--- config.mk ---
export PLATFORM = sky130hd
export DESIGN_NAME = bcd_timer_ctrl
export DESIGN_NICKNAME = d
export VERILOG_FILES = /design/src/rtl/bcd_timer_ctrl.sv
export SDC_FILE = /design/constraint.sdc
export NUM_CORES = 1
export LEC_CHECK = 0
export ABC_AREA = 1
export CORE_MARGIN = 2
export CORE_UTILIZATION = 36
export DETAILED_ROUTE_END_ITERATION = 7
export HOLD_SLACK_MARGIN = 0.02
export PLACE_DENSITY = 0.78
export SLEW_MARGIN = 20
export SYNTH_ARGS = -nofsm -noshare
export SYNTH_HDL_FRONTEND = slang
export SYNTH_SLANG_ARGS = --single-unit
--- constraint.sdc ---
create_clock -name clk -period 2 [get_ports clk]
set_clock_uncertainty 0.15 [all_clocks]
set_input_delay 0.6 -clock clk [delete_from_list [all_inputs] [get_ports clk]]
set_output_delay 0.6 -clock clk [all_outputs]
set_load 0.05 [all_outputs]
--- src/rtl/bcd_timer_ctrl.sv ---
// bcd_timer_ctrl: two-digit BCD timer controller driving external digit counters; define BCD_TIMER_AUTORELOAD_EN for periodic auto-reload
module bcd_timer_ctrl (
    input  logic       clk,
    input  logic       clr,
    input  logic       start,
    input  logic       abort,
    input  logic       pause,
    input  logic       tick,
    input  logic       dir,
    input  logic [3:0] preset_ones,
    input  logic [3:0] preset_tens,
    input  logic [3:0] q_ones,
    input  logic [3:0] q_tens,
    output logic [3:0] d_ones,
    output logic [3:0] d_tens,
    output logic       en_ones,
    output logic       en_tens,
    output logic       load,
    output logic       up,
    output logic       busy,
    output logic       done,
    output logic [1:0] state
);
    typedef enum logic [1:0] {S_IDLE = 2'b00, S_LOAD = 2'b01, S_RUN = 2'b10, S_DONE = 2'b11} state_t;
    state_t state_q, state_d;
    logic [3:0] p_ones, p_tens;
    logic dir_q, term, ones_edge, take, step_ok;
    assign term = dir_q ? (q_tens == 4'd9 && q_ones == 4'd9) : (q_tens == 4'd0 && q_ones == 4'd0);
    assign ones_edge = dir_q ? (q_ones == 4'd9) : (q_ones == 4'd0);
    assign step_ok = tick & ~pause & ~term;
    assign take = start & ~abort & (state_q == S_IDLE || state_q == S_DONE);
    // state register
    always_ff @(posedge clk or negedge clr) begin
        if (!clr) state_q <= S_IDLE;
        else state_q <= state_d;
    end
    // run parameters, captured only when a run is accepted; digits above 9 saturate
    always_ff @(posedge clk or negedge clr) begin
        if (!clr) begin
            p_ones <= 4'd0;
            p_tens <= 4'd0;
            dir_q  <= 1'b1;
        end else if (take) begin
            p_ones <= (preset_ones > 4'd9) ? 4'd9 : preset_ones;
            p_tens <= (preset_tens > 4'd9) ? 4'd9 : preset_tens;
            dir_q  <= dir;
        end
    end
    // next state and digit-counter strobes; abort overrides everything
    always_comb begin
        state_d = state_q;
        load    = 1'b0;
        en_ones = 1'b0;
        en_tens = 1'b0;
        case (state_q)
            S_IDLE, S_DONE: if (take) state_d = S_LOAD;
            S_LOAD: begin
                load    = 1'b1;
                en_ones = 1'b1;
                en_tens = 1'b1;
                state_d = S_RUN;
            end
            S_RUN: begin
                en_ones = step_ok;
                en_tens = step_ok & ones_edge;
`ifdef BCD_TIMER_AUTORELOAD_EN
                if (term) state_d = S_LOAD;
`else
                if (term) state_d = S_DONE;
`endif
            end
            default: state_d = S_IDLE;
        endcase
        if (abort) state_d = S_IDLE;
    end
`ifdef BCD_TIMER_AUTORELOAD_EN
    logic pulse_q;
    // one-cycle completion pulse marking each reload
    always_ff @(posedge clk or negedge clr) begin
        if (!clr) pulse_q <= 1'b0;
        else pulse_q <= (state_q == S_RUN) && (state_d == S_LOAD);
    end
    assign done = pulse_q;
`else
    assign done = (state_q == S_DONE);
`endif
    assign busy   = (state_q == S_LOAD) || (state_q == S_RUN);
    assign up     = dir_q;
    assign d_ones = p_ones;
    assign d_tens = p_tens;
    assign state  = state_q;
endmodule

==> results by group <==
Run status
  – Status: complete, but fails checks
  – Failing checks: negative setup slack

STA
  – Slew headroom: 67.8%
  – Post-route setup slack: -0.404 ns
  – Fin. max-slew vios: 0
  – Worst-Margin Slew: 0.482 ns
  – Final hold violation count: 0
  – Achievable Freq: 0.416 GHz
  – Unrepaired setup endpoints after global routing: yes
  – Setup TNS: -0.750 ns
  – Fin crit share: 120%
  – WHS: 0.348 ns
  – Final min period: 2.40 ns
  – Final setup fails: 2

Yosys
  – Syn_area_per_cell: 7.72 µm²
  – Post-synthesis async set-or-reset flop share: 100%
  – Distinct cells, synth: 20
  – Compound-cell area share of the yosys netlist: 10.5%
  – Synth Flop Type: dfrtp_1
  – Synth Area in Simple Gates: 29.5%
  – Multiplexer share of the synthesized area: 0%
  – EDFF count, synth: 0
  – Adder-Cell Fraction of Synth Area: 5.86%
  – Syn_nets: 109
  – YS warnings: 0
  – Largest family of logic cells by synthesized area: simple AND/OR/NAND/NOR gates
  – Post-Synth XOR/XNOR Area: 0%
  – Seq/Total Area, Yosys: 43.2%
  – Post-Synthesis Cells: 83
  – Post-Synthesis Cell Area: 641 µm²
  – Register bit count reported by yosys: 11

Floorplanning
  – Die area: 2130 µm²
  – Core Box Area: 1710 µm²
  – # rows: 15
  – IO Pins: 39
  – Initial core utilization: 37.5%
  – Die Y: 46.2 µm
  – Die Width: 46.2 µm

Worst setup path
  – Crit Path Category: input port to primary output
  – Top delay family on crit path: buffers and inverters
  – Cell mode on critical path: nand2_2
  – Crit path DAT: 1.65 ns
  – CP Launch Type: input port
  – Worst-path maximum fanout: 2
  – Critical Path End Type: primary output
  – Slowest cell on crit path: clkdlybuf4s15_1
  – Worst-path cell chain: clkdlybuf4s15_1 -> inv_1 -> nand2_2 -> nor2_4 -> nand2_2 -> nand4_1 -> nand2_1 -> nand2_2 -> clkinvlp_4 -> buf_8
  – WP data required: 1.25 ns
  – CP Buf/Inv Count: 4
  – Worst path max stage delay: 0.20 ns

Global routing
  – Vias in the first global route: 699
  – Pin count of the biggest net entering global routing: 12
  – Gr usage total: 19.3%
  – Total grt overflow: 0
  – Antenna violations before repair: 0
  – Global-route wire length before repair: 2.91 mm

CTS
  – CTS Hold Bufs: 0
  – CTS tree: done
  – CTS buffer count: 3
  – Max Root-Sink Buffers: 2
  – CTS Root Cell: clkbuf_4
  – Clock Sinks: 11
  – Clock Latency Late Sink: 0.26 ns
  – H-tree Lvls: 1
  – Clk slew on worst S/H paths: 0.06 ns

Drt
  – Post-route ant nets: 0
  – Drt pass-1 iters: 3
  – Drt total wl: 2.04 mm
  – DRT iter0 DRCs: 2
  – Vias: 764
  – Routed len/inst: 12.4 µm
  – Remaining DRCs: 0
  – Vias per cell: 4.66

Pwr
  – Peak VDD IR: 1.15 mV
  – LEAKAGE: 0.646 nW
  – PD cells: 1690 nW/µm²

Layout
  – Commonest non-fill, non-tap cell in the layout: buf_4
  – # nets final: 166
  – Layout cells sized above 1: 50.4%
  – Core Util, Final: 81.5%
  – # fillers: 104
  – Area delta synth->final: 117%
  – Most frequent cells in the layout: buf_4 (16), nand2_1 (12), clkdlybuf4s50_1 (12), buf_12 (12), inv_1 (11)
  – Antenna fix cells: 0

Placed design
  – DPL Wire Length: 1.51 mm
  – Number of port buffers: 38
  – Placer Congestion: 0.707

Job
  – Max-cap violation count: 0

Min path
  – Hold WC Path Type: register to register
==> kinds of logic after synthesis <==
kind of cell | count (synthesis)
simple gates | 40
buf+inv | 18
compound gates | 11
flops | 11
fa+ha+maj | 3
==> power by group <==
group / leakage, nW / switching (mW) / internal (mW) / total, mW
clock network: 0.0150 / 0.0668 / 0.0770 / 0.144
registers: 0.130 / 0.118 / 0.343 / 0.461
logic: 0.500 / 0.952 / 0.792 / 1.74
==> worst min-delay path, delay by kind of cell (launching register included) <==
kind	cells	cell delay [ns]
flip-flops	1	0.36
AND/OR/NAND/NOR	2	0.11
==> stage by stage <==
stage | setup WS (ns) | cell area (µm²) | cells | power [mW]
2_1_floorplan | -0.226 | 687 | 83 | 1.36
3_3_place_gp | -0.688 | 1270 | 154 | 2.14
3_5_place_dp | -0.768 | 1270 | 154 | 2.17
4_1_cts | -0.413 | 1330 | 160 | 2.35
5_1_grt | -0.464 | 1390 | 164 | 2.47
6_report | -0.404 | 1390 | 164 | 2.35
==> worst paths after layout <==
check | startpoint | endpoint | slack (ns) | cells after the start
max | q_tens[0] | en_ones | -0.40 | 10
min | d_ones[0] | d_ones[0] | 0.35 | 2
max reg2reg | up | state[0] | 0.26 | 10
min reg2reg | d_ones[0] | d_ones[0] | 0.35 | 2
max in group asynchronous | clr | state[1] | 0.83 | 1
min in group asynchronous | clr | d_ones[0] | 0.52 | 1
==> registers in the layout, summed over array words and instances (netlist names) <==
signal and count:
d_ones 4, d_tens 4, state 2, up 1
==> layer usage <==
metal / wire length (µm) / track usage, % / vias up / share of wire (%)
met5: 0 / 0 / - / 0
met4: 75 / 6.86 / 0 / 3.7
li1: - / - / 373 / -
met3: 153 / 3.53 / 9 / 7.5
met1: 755 / 21.4 / 340 / 37
met2: 1050 / 35.8 / 42 / 52
==> synthesized netlist by cell type, drive strengths merged (2+ instances only) <==
master | count | area (µm²)
nand3 | 5 | 30.0
nand4 | 2 | 12.5
nor2 | 12 | 52.6
ha | 3 | 37.5
o21ai | 5 | 25.0
inv | 18 | 70.1
a22o | 2 | 17.5
a21oi | 2 | 10.0
dfrtp | 10 | 250
nand2 | 19 | 71.3
==> what timing repair did <==
item	in CTS	in global routing
cloned	0	0
pin swaps	14	13
setup buffers	2	4
endpoints found under the hold margin	0	0
gates resized for setup	36	16
endpoints found under the setup margin	2	3
==> cell type report <==
cell class                      instances  area (µm²)  share of cell area (%)
Timing Repair Buffer                   52         587                    42.2
Multi-Input combinational cell         54         389                    28.0
Sequential cell                        11         279                    20.1
Inverter                               18        78.8                    5.67
Tap cell                               25        31.3                    2.25
Clock buffer                            4        26.3                    1.89
Power figures use the tool's default switching activity.
